### src/rtl/ldpc_cn_serial.sv
// Serial min-sum check-node processor for LDPC decoding.
// Variable-to-check messages arrive one edge at a time. The block tracks the
// two smallest magnitudes, the position of the smallest and the sign of every
// edge. It then replays one check-to-variable message per edge in arrival order.
module ldpc_cn_serial #(
    parameter int W       = 16,
    parameter int DEG_MAX = 8,
    parameter int LOG2DEG = 3,
    parameter int MODE    = 0,
    parameter int OFFSET  = 1
) (
    input  logic               clk,
    input  logic               rst,
    input  logic               in_valid,
    output logic               in_ready,
    input  logic [W-1:0]       in_msg,
    input  logic               in_last,
    output logic               out_valid,
    input  logic               out_ready,
    output logic [W-1:0]       out_msg,
    output logic [LOG2DEG-1:0] out_idx,
    output logic               out_last,
    output logic               parity,
    output logic               err_overflow
);

    localparam int CW    = LOG2DEG + 1;
    localparam int NSLOT = 1 << LOG2DEG;

    localparam logic [1:0] IDLE    = 2'd0;
    localparam logic [1:0] COLLECT = 2'd1;
    localparam logic [1:0] EMIT    = 2'd2;

    localparam logic [W-1:0]  MAX_MAG  = {1'b0, {(W-1){1'b1}}};
    localparam logic [W-1:0]  MIN_NEG  = {1'b1, {(W-1){1'b0}}};
    localparam logic [W-1:0]  OFF_W    = W'(OFFSET);
    localparam logic [CW-1:0] LAST_CNT = CW'(DEG_MAX - 1);

    logic [1:0]         state_q, state_d;
    logic [CW-1:0]      cnt_q, cnt_d;
    logic [CW-1:0]      degree_q, degree_d;
    logic [LOG2DEG-1:0] k_q, k_d;
    logic [W-1:0]       min1_q, min1_d;
    logic [W-1:0]       min2_q, min2_d;
    logic [LOG2DEG-1:0] idx1_q, idx1_d;
    logic [NSLOT-1:0]   sign_q, sign_d;
    logic               par_q, par_d;
    logic               err_q, err_d;

    logic               inAcc;
    logic               emitting;
    logic               lastEdge;
    logic [LOG2DEG-1:0] cntIdx;
    logic [W-1:0]       absVal;
    logic [W-1:0]       selMag;
    logic [W-1:0]       adjMag;
    logic               outSign;

    assign emitting = (state_q == EMIT);
    assign in_ready = !emitting;
    assign inAcc    = in_valid && in_ready;
    assign cntIdx   = cnt_q[LOG2DEG-1:0];
    assign lastEdge = ({1'b0, k_q} == (degree_q - CW'(1)));

    // Saturating absolute value so the most negative code never wraps to itself
    always_comb begin
        absVal = in_msg;
        if (in_msg[W-1]) begin
            if (in_msg == MIN_NEG) begin
                absVal = MAX_MAG;
            end else begin
                absVal = -in_msg;
            end
        end
    end

    // Extrinsic magnitude for edge k with the selected min-sum correction applied
    always_comb begin
        selMag  = (k_q == idx1_q) ? min2_q : min1_q;
        adjMag  = selMag;
        outSign = par_q ^ sign_q[k_q];
        case (MODE)
            1: adjMag = (selMag > OFF_W) ? (selMag - OFF_W) : '0;
            2: adjMag = selMag - (selMag >> 2);
            default: adjMag = selMag;
        endcase
    end

    // Output port drive, forced to zero whenever no edge is being presented
    always_comb begin
        out_valid    = emitting;
        out_msg      = '0;
        out_idx      = '0;
        out_last     = 1'b0;
        parity       = 1'b0;
        err_overflow = err_q;
        if (emitting) begin
            out_msg  = outSign ? -adjMag : adjMag;
            out_idx  = k_q;
            out_last = lastEdge;
            parity   = par_q;
        end
    end

    // Next-state logic: gather minima and signs while collecting, step through edges while emitting
    always_comb begin
        state_d  = state_q;
        cnt_d    = cnt_q;
        degree_d = degree_q;
        k_d      = k_q;
        min1_d   = min1_q;
        min2_d   = min2_q;
        idx1_d   = idx1_q;
        sign_d   = sign_q;
        par_d    = par_q;
        err_d    = err_q;
        case (state_q)
            IDLE, COLLECT: begin
                if (inAcc) begin
                    sign_d[cntIdx] = in_msg[W-1];
                    par_d          = par_q ^ in_msg[W-1];
                    if (absVal < min1_q) begin
                        min2_d = min1_q;
                        min1_d = absVal;
                        idx1_d = cntIdx;
                    end else if (absVal < min2_q) begin
                        min2_d = absVal;
                    end
                    cnt_d   = cnt_q + CW'(1);
                    state_d = COLLECT;
                    if (in_last || (cnt_q == LAST_CNT)) begin
                        degree_d = cnt_q + CW'(1);
                        k_d      = '0;
                        state_d  = EMIT;
                        if (!in_last) begin
                            err_d = 1'b1;
                        end
                    end
                end
            end
            EMIT: begin
                if (out_ready) begin
                    if (lastEdge) begin
                        state_d  = IDLE;
                        cnt_d    = '0;
                        degree_d = '0;
                        k_d      = '0;
                        min1_d   = MAX_MAG;
                        min2_d   = MAX_MAG;
                        idx1_d   = '0;
                        sign_d   = '0;
                        par_d    = 1'b0;
                    end else begin
                        k_d = k_q + LOG2DEG'(1);
                    end
                end
            end
            default: begin
                state_d = IDLE;
            end
        endcase
    end

    // State registers; reset drops any check in progress but only reset clears the overflow flag
    always_ff @(posedge clk or posedge rst) begin
        if (rst) begin
            state_q  <= IDLE;
            cnt_q    <= '0;
            degree_q <= '0;
            k_q      <= '0;
            min1_q   <= MAX_MAG;
            min2_q   <= MAX_MAG;
            idx1_q   <= '0;
            sign_q   <= '0;
            par_q    <= 1'b0;
            err_q    <= 1'b0;
        end else begin
            state_q  <= state_d;
            cnt_q    <= cnt_d;
            degree_q <= degree_d;
            k_q      <= k_d;
            min1_q   <= min1_d;
            min2_q   <= min2_d;
            idx1_q   <= idx1_d;
            sign_q   <= sign_d;
            par_q    <= par_d;
            err_q    <= err_d;
        end
    end

endmodule
### config.mk
export PLATFORM = sky130hd
export DESIGN_NAME = ldpc_cn_serial
export DESIGN_NICKNAME = d
export VERILOG_FILES = /design/src/rtl/ldpc_cn_serial.sv
export SDC_FILE = /design/constraint.sdc
export NUM_CORES = 1
export LEC_CHECK = 0
export CORE_MARGIN = 2
export CORE_UTILIZATION = 45
export CTS_BUF_LIST = sky130_fd_sc_hd__clkbuf_4
export CTS_CLUSTER_SIZE = 20
export DETAILED_ROUTE_END_ITERATION = 8
export HOLD_SLACK_MARGIN = 0.12
export PLACE_DENSITY_LB_ADDON = 0.25
export SYNTH_ARGS = -nofsm -noshare
export SYNTH_HDL_FRONTEND = slang
export SYNTH_SLANG_ARGS = --single-unit
### constraint.sdc
create_clock -name clk -period 6.4 [get_ports clk]
set_input_delay 0.64 -clock clk [delete_from_list [all_inputs] [get_ports clk]]
set_output_delay 0.64 -clock clk [all_outputs]
set_load 0.05 [all_outputs]
Word level (Yosys, flattened, before mapping) --
Index checks and enable logic that the tools add are counted.
Cells by class: $add $sub $neg 5, order comparisons 5, equality and inequality tests 12, mux-type cells 52, bitwise logic cells 3, reduce and logical (&&, ||, !) cells 14
Operators by type and width (count):
- 2-to-1 mux 16 bit | 12
- one-hot mux 16 bit (2 select lines) | 2
- < comparator 16 bit | 2
- negator 16 bit | 2
- 2-to-1 mux 3 bit | 9
- 2-to-1 mux 8 bit | 3
- 2-to-1 mux 4 bit | 5
- equality test 16 bit (second input constant) | 1
- one-hot mux 4 bit (2 select lines) | 2
- one-hot mux 8 bit (2 select lines) | 1
- AND reduction 5 bit | 3
- one-hot mux 3 bit (2 select lines) | 2
- AND reduction 4 bit | 3
- bitwise mux 8 bit | 1
- < comparator 3 x 4 -> 1 bit (second input constant) | 2
- 2-to-1 mux 2 bit | 4
- != test 2 bit (second input constant) | 4
- 2-to-1 mux 1 bit | 7
- adder 4 x 1 -> 4 bit (second input constant) | 1
- equality test 3 x 4 -> 1 bit | 1
- equality test 4 x 3 -> 1 bit (second input constant) | 1
- one-hot mux 2 bit (2 select lines) | 1
- subtractor 4 x 1 -> 4 bit (second input constant) | 1
- adder 3 x 1 -> 3 bit (second input constant) | 1
- other kinds (18) | 20
Word-level totals: flip-flop bits (word level) 58, input port bits 21, output and inout bits 24, word-level logic and storage cells 101

Logic depth before layout (Yosys ltp) --
Gate-level depths: netlist (run 1).
depth in word-level cells 8, mapped depth 17, mapped depth without buffers 14

Worst setup path before layout (run 1) --
Ideal clock, no wire load.
kind input -> register, start input in_msg[0], end register min2_q[0], library setup time 82 ps, arrival 4315 ps, data required time 6318 ps, slack 2003 ps, stages on the path 15, path buffers 2, cells stage by stage inv_1 > ha_1 > or4b_1 > buf_2 > nor4_1 > nor2_1 > mux2_2 > inv_1 > ha_1 > and4_1 > a221oi_1 > o22ai_1 > o32ai_2 > buf_6 > mux2_4
Between the ends: word-level cells in the longest chain between the ends 7, elaborated cells on any way between the ends 12, those cells by class 1 x add/sub; 2 x order compare; 2 x eq/ne; 6 x mux; 1 x reduce/logical
RTL lines:
- start, declared | RTL line 16 | input logic [W-1:0] in_msg,
- negator 16 bit or equality test 16 bit (tied branches) | RTL line 72, 69
- 2-to-1 mux 16 bit | RTL line 69 | if (in_msg == MIN_NEG) begin
- 2-to-1 mux 16 bit * | RTL line 68 | if (in_msg[W-1]) begin
- < comparator 16 bit or 2-to-1 mux 16 bit (tied branches) | RTL line 122, 126
- 2-to-1 mux 16 bit | RTL line 122 | if (absVal < min1_q) begin
- 2-to-1 mux 16 bit | RTL line 119 | if (inAcc) begin
- one-hot mux 16 bit (2 select lines) | RTL line 117 | case (state_q)
- end signal, assigned | RTL line 183 | min2_q <= min2_d;
- end, declared | RTL line 44 | logic [W-1:0] min2_q, min2_d;
Every way passes the cells marked *; elsewhere a longest branch is shown, timed or not. The select of a mux whose other input is x is not followed. A chain may end at the register's enable or synchronous reset.

Final worst setup path (run 1) --
start register k_q[0], end output out_msg[14]
Between the ends: word-level cells in the longest chain between the ends 5, elaborated cells on any way between the ends 8, those cells by class 1 x add/sub; 1 x eq/ne; 5 x mux; 1 x bitwise
RTL lines:
- start, declared | RTL line 42 | logic [LOG2DEG-1:0] k_q, k_d;
- start signal, assigned | RTL line 181 | k_q <= k_d;
- equality test 3 bit or binary-select mux 1 bit (select 3 bit) (tied branches) | RTL line 79, 81
- 2-to-1 mux 16 bit or 2-to-1 mux 1 bit (tied branches) | RTL line 79, 81
- negator 16 bit or XOR 1 bit (tied branches) | RTL line 98, 81
- 2-to-1 mux 16 bit * | RTL line 98 | out_msg = outSign ? -adjMag : adjMag;
- 2-to-1 mux 16 bit * | RTL line 97 | if (emitting) begin
- end, declared | RTL line 20 | output logic [W-1:0] out_msg,
Marked as above.

==> results.sh, run 1 <==
export IMPL_status="complete, no violations"
export IMPL_h_tree_depth=3
export IMPL_layout_common_cells="67 x o21ai_0, 57 x nor2_1, 49 x nand2_1, 44 x clkdlybuf4s50_1, 41 x inv_1"
export IMPL_drtIter0Drc=294
export IMPL_grt_pass1_wl_microns=25700
export IMPL_skew_ns=0.0193
export IMPL_synthMuxAreaShare=0.116
export IMPL_via_per_inst=6.01
export IMPL_core_area_sq_um=11000
export IMPL_ioPinCount=45
export IMPL_synthCells=610
export IMPL_required_ns=5.76
export IMPL_fill_cells=1027
export IMPL_crit_path_start_kind="flip-flop"
export IMPL_drt_first_pass_iters=5
export IMPL_ys_ff_latch=58
export IMPL_drc=0
export IMPL_reg2reg_depth=9
export IMPL_synth_compound_area_frac=0.184
export IMPL_worst_pin_slew_ns=0.829
export IMPL_drive_gt1_frac=0.135
export IMPL_finalHoldViolCount=0
export IMPL_clkSlewWorstSetupHoldPaths_ns=0.11
export IMPL_placed_area_sq_um=5700
export IMPL_yosysWarnings=0
export IMPL_relSlewSlack=0.447
export IMPL_synth_top_area_frac=0.154
export IMPL_fin_tns_setup_ns=0
export IMPL_die_x_microns=111
export IMPL_critPathMaxFanout=15
export IMPL_hold_class="reg2reg"
export IMPL_fin_area_sq_um=5880
export IMPL_hold_path_end="err_overflow"
export IMPL_start_util=0.466
export IMPL_cap_violations=0
export IMPL_ff_latch_area_sq_um=1490
export IMPL_cts_resized=0
export IMPL_antenna_found_initial=0
export IMPL_clk_path_buf_depth=2
export IMPL_synth_top_flop_cell="dfstp_2"
export IMPL_dp_hpwl_microns=12100
export IMPL_dpl_worst_slack_ns=0.878
export IMPL_cts_tree="yes"
export IMPL_rr_startpoint="min1_q[5]"
export IMPL_row_count=38
export IMPL_reg2reg_to="min2_q[8]"
export IMPL_grt_overflow_total=0
export IMPL_async_flop_share=1.00
export IMPL_min_period_over_period=0.810
export IMPL_place_inst=777
export IMPL_critical_path_startpoint="k_q[0]"
export IMPL_whs_path_depth=1
export IMPL_vias=4762
export IMPL_min_from="err_overflow"
export IMPL_cpMostUsedCell="mux2i_1"
export IMPL_cp_num_buf_inv=3
export IMPL_cts_sinks=58
export IMPL_synth_cell_types=66
export IMPL_rsz0062_at_grt="false"
export IMPL_fmax_mhz=193
export IMPL_cts_hold_buf=0
export IMPL_fp_dieArea_sq_um=12200
export IMPL_yosysSeqAreaShare=0.291
export IMPL_critPathKind="reg2out"
export IMPL_instances_no_fill=793
export IMPL_synth_area_sq_um=5110
export IMPL_wl_microns=15900
export IMPL_final_common_cell="o21ai_0"
export IMPL_crit_arrival_ns=4.54
export IMPL_crit_path_end_kind="primary output"
export IMPL_die_height_microns=111
export IMPL_num_antenna_cells=0
export IMPL_yosys_top_cells_area="dfstp_2 15%, dfrtp_1 14%, ha_1 8.6%, o21ai_0 6.6%, mux2i_1 6.3%"
export IMPL_synth_edf_count=0
export IMPL_syn_area_per_cell_sq_um=8.39
export IMPL_cts_setup_buffers=0
export IMPL_synth_top_family_by_area="simple AND/OR/NAND/NOR gates"
export IMPL_multi_input_area_sq_um=3330
export IMPL_globalplace_congestion=0.976
export IMPL_synth_xor_area_share=0.0497
export IMPL_cp_slowest_cell="clkdlybuf4s50_1"
export IMPL_clkLatencyLatePin_ns=0.43
export IMPL_drv_slew=0
export IMPL_cts_inserted_buffers=9
export IMPL_slowest_delay_ns=0.80
export IMPL_grt_start_max_net_pins=59
export IMPL_areaGrowthSynthToFinish_pct=14.9
export IMPL_io_buffers=44
export IMPL_postRouteAntennaNets=0
export IMPL_grt_pass1_vias=4786
export IMPL_r2r_slack_ns=2.94
export IMPL_nets=704
export IMPL_yosys_area_top_type="dfstp_2"
export IMPL_setup_viol=0
export IMPL_root_buffer="clkbuf_4"
export IMPL_setup_slack_ns=1.22
export IMPL_min_period_ns=5.18
export IMPL_routedWlPerCell_microns=20.0
export IMPL_worstPathCellList="xnor2_1 -> nand3_1 -> buf_4 -> mux2i_1 -> ha_1 -> inv_1 -> nor4b_1 -> mux2i_1 -> nand2_1 -> clkdlybuf4s50_1"
export IMPL_synth_fa_ha_area_frac=0.0856
export IMPL_crit_family="buffers and inverters"
export IMPL_yosys_area_share_simple=0.216
export IMPL_grt_usage=0.261
export IMPL_syn_num_nets=666
[sequential cells by signal, indices dropped and copies added, names as in the netlist]
name and cells:
min1_q 16, min2_q 16, sign_q 8, cnt_q 4, degree_q 4, idx1_q 3
k_q 3, state_q 2, err_overflow 1, par_q 1
[cells by family after synthesis]
logic type / count (synthesis)
compound gates: 149
xor+xnor: 29
fa+ha+maj: 35
buf+inv: 73
flops: 58
mux: 52
simple gates: 214
[worst max-delay path by stage]
stage,endpoint,slack (ns),cells after the start
floorplan,min2_q[0],2.00,15
global placement,min2_q[7],1.02,15
detailed placement,min2_q[8],0.88,15
CTS,out_msg[14],1.22,10
global route,out_msg[12],0.88,10
finish,out_msg[14],1.22,10
[metrics by stage]
stage	hold slack, ns	util
final	0.491	0.535
after global routing	0.504	0.535
after CTS	0.490	0.535
after detailed placement	0.468	0.519
after global placement	0.459	0.519
after floorplan	0.458	-
[cell type report]
class / count / share of cell area
multi-input combinational: 479 / 0.567
sequential: 58 / 0.253
timing repair buffer: 57 / 0.0915
tap: 140 / 0.0298
inverter: 43 / 0.0275
clock inverter: 6 / 0.0181
clock buffer: 10 / 0.0128
[synthesized netlist by cell type, types with 6 or more instances]
master and number:
inv_1 42, o21ai_0 67, dfrtp_1 28, ha_1 35, nor3_1 14, nand3_1 12
a211oi_1 6, and2_1 16, mux2_2 11, o31ai_1 8, buf_2 7, clkbuf_1 20
xor2_1 13, a31oi_1 7, nor2_1 57, nand2_1 49, nor4_1 8, nand2b_1 9
dfstp_2 30, mux2i_1 32, nand4_1 8, mux2_4 7, a21oi_1 22, xnor2_1 16
[metal layers]
| metal | part of all wire | vias up | wire (microns) | global-route usage |
|---|---|---|---|---|
| met5 | 0 | - | 0 | 0 |
| met2 | 0.47 | 145 | 7510 | 0.430 |
| met1 | 0.45 | 2299 | 7150 | 0.344 |
| met3 | 0.048 | 36 | 764 | 0.0477 |
| met4 | 0.029 | 0 | 459 | 0.0925 |
| li1 | - | 2282 | - | - |
[worst register-to-register path, cell delays in order, from the launching register on]
cell and delay [ns]:
dfstp_2 0.59, inv_1 0.06, ha_1 0.30, a211oi_1 0.30
o21ai_0 0.21, nor4_1 0.66, nor3_4 0.21, o32ai_2 0.34
buf_4 0.35, mux2_2 0.37
Power of run 1 is not shown: default switching activity piles up to over one toggle a cycle in this logic, so the estimate is an artifact.
==> run 2: changes to the inputs <==
Clock period 6.4 ns to 4.5 ns, I/O delays scaled along.
==> results.sh, run 2 (synthesis gave the netlist of run 1 again) <==
export IMPL_status="complete, no violations"
export IMPL_fin_tns_setup_ns=0
export IMPL_layout_common_cells="69 x buf_4, 67 x o21ai_0, 57 x nor2_1, 49 x nand2_1, 41 x inv_1"
export IMPL_ir_worst_vdd_uv=717
export IMPL_vias=5033
export IMPL_clk_path_buf_depth=2
export IMPL_min_period_over_period=0.950
export IMPL_critPathKind="in2reg"
export IMPL_drt_first_pass_iters=5
export IMPL_io_buffers=44
export IMPL_hold_class="reg2reg"
export IMPL_powerDensity_nw_per_um2=849
export IMPL_skew_ns=0.0264
export IMPL_fp_dieArea_sq_um=12200
export IMPL_worst_pin_slew_ns=0.900
export IMPL_finalHoldViolCount=0
export IMPL_grt_pass1_wl_microns=26200
export IMPL_min_period_ns=4.27
export IMPL_clkLatencyLatePin_ns=0.44
export IMPL_grt_pass1_vias=5091
export IMPL_drtIter0Drc=311
export IMPL_cts_sinks=58
export IMPL_p_clk_frac=0.067
export IMPL_relSlewSlack=0.398
export IMPL_clkSlewWorstSetupHoldPaths_ns=0.12
export IMPL_critPathMaxFanout=4
export IMPL_whs_ns=0.499
export IMPL_cts_tree="yes"
export IMPL_start_util=0.466
export IMPL_dpl_worst_slack_ns=-0.274
export IMPL_p_switching_uw=2810
export IMPL_via_per_inst=5.98
export IMPL_final_common_cell="buf_4"
export IMPL_ioPinCount=45
export IMPL_setup_viol=0
export IMPL_h_tree_depth=3
export IMPL_fin_util=0.562
export IMPL_dp_hpwl_microns=12600
export IMPL_p_seq_frac=0.214
export IMPL_antenna_found_initial=0
export IMPL_root_buffer="clkbuf_4"
export IMPL_reg_largest_list="min1_q (16), min2_q (16), sign_q (8)"
export IMPL_leakage_uw=0.00284
export IMPL_crit_family="simple AND/OR/NAND/NOR gates"
export IMPL_crit_path_start_kind="input port"
export IMPL_swShare=0.536
export IMPL_grt_start_max_net_pins=59
export IMPL_r2r_slack_ns=1.38
export IMPL_cp_num_buf_inv=3
export IMPL_cap_violations=0
export IMPL_wl_microns=16100
export IMPL_routedWlPerCell_microns=19.1
export IMPL_cts_setup_buffers=0
export IMPL_die_height_microns=111
export IMPL_die_x_microns=111
export IMPL_crit_path_end_kind="flip-flop"
export IMPL_areaGrowthSynthToFinish_pct=20.8
export IMPL_num_antenna_cells=0
export IMPL_row_count=38
export IMPL_p_int_uw=2430
export IMPL_grt_overflow_total=0
export IMPL_postRouteAntennaNets=0
export IMPL_fmax_mhz=234
export IMPL_drc=0
export IMPL_crit_arrival_ns=4.60
export IMPL_p_comb_frac=0.720
export IMPL_required_ns=4.82
export IMPL_rsz0062_at_grt="false"
export IMPL_drive_gt1_frac=0.211
export IMPL_drv_slew=0
export IMPL_globalplace_congestion=0.961
export IMPL_slowest_delay_ns=0.62
export IMPL_nets=752
export IMPL_cts_inserted_buffers=9
export IMPL_core_area_sq_um=11000
export IMPL_cp_slowest_cell="or4_1"
export IMPL_worstPathCellList="clkdlybuf4s50_1 -> or4_1 -> or4_1 -> o31ai_1 -> mux2_2 -> inv_1 -> ha_1 -> and4_1 -> a221oi_1 -> o22ai_1 -> o32ai_2 -> buf_4 -> mux2_2"
export IMPL_grt_usage=0.264
export IMPL_p_total_uw=5240
export IMPL_setup_slack_ns=0.225
-- run 2: cell types whose count changed in the layout (fill, tap and decap cells not counted), moves of 2 or more --
cell             before  now
buf_4                13   69
clkinv_1              3    1
clkdlybuf4s50_1      44   35
bufinv_16             3    0
clkinvlp_4            0    2
clkinv_4              1    3
-- run 2: metal layers --
| metal | vias up | share of wire | routed length [microns] | GRT usage |
|---|---|---|---|---|
| li1 | 2396 | - | - | - |
| met1 | 2421 | 0.43 | 6900 | 0.336 |
| met2 | 174 | 0.49 | 7830 | 0.445 |
| met3 | 42 | 0.049 | 792 | 0.0483 |
| met4 | 0 | 0.034 | 548 | 0.103 |
| met5 | - | 0 | 0 | 0 |
-- run 2: what timing repair did --
action | 4_1_cts | 5_1_grt
setup endpoints to repair | 0 | 9
hold buffers | 0 | 0
resized for setup | 0 | 1
-- run 2: worst register-to-register path, delay by kind of cell (launching register included) --
| family | cells | cell delay, ns |
|---|---|---|
| simple gates | 3 | 1.03 |
| flops | 1 | 0.75 |
| compound gates | 1 | 0.44 |
| buf+inv | 2 | 0.46 |
| mux | 1 | 0.32 |
-- run 2: cell type report --
type                    count  area (sq um)
clock buffers               9          67.6
clock inverters             7          55.1
fillers                  1026          4810
inverters                  43           161
multi-input cells         479          3340
flip-flops and latches     58          1490
well taps                 140           175
repair buffers            105           888
-- run 2: power by group through the flow --
| stage | combinational (uW) | clock (uW) | sequential [uW] |
|---|---|---|---|
| after floorplan | 2710 | 0 | 990 |
| after global placement | 3670 | 0 | 1110 |
| after detailed placement | 3750 | 0 | 1130 |
| after CTS | 3760 | 354 | 1120 |
| after global routing | 4080 | 379 | 1160 |
| final | 3770 | 351 | 1120 |
-- run 2: final timing paths --
| path | start | endpoint | depth (start not counted) |
|---|---|---|---|
| min in group asynchronous | rst | k_q[2] | 3 |
| worst max-delay path | in_msg[6] | min2_q[15] | 13 |
| worst max register to register | state_q[1] | min2_q[15] | 7 |
| worst min-delay path | err_overflow | err_overflow | 1 |
| worst min register to register | err_overflow | err_overflow | 1 |
| max in group asynchronous | rst | min2_q[15] | 3 |
-- run 2: through the flow --
step | cell area, sq um | std cells
6_report | 6180 | 841
3_5_place_dp | 6050 | 825
5_1_grt | 6180 | 841
2_1_floorplan | 5110 | 610
3_3_place_gp | 6050 | 825
4_1_cts | 6170 | 841
Power figures use the tool's default switching activity.
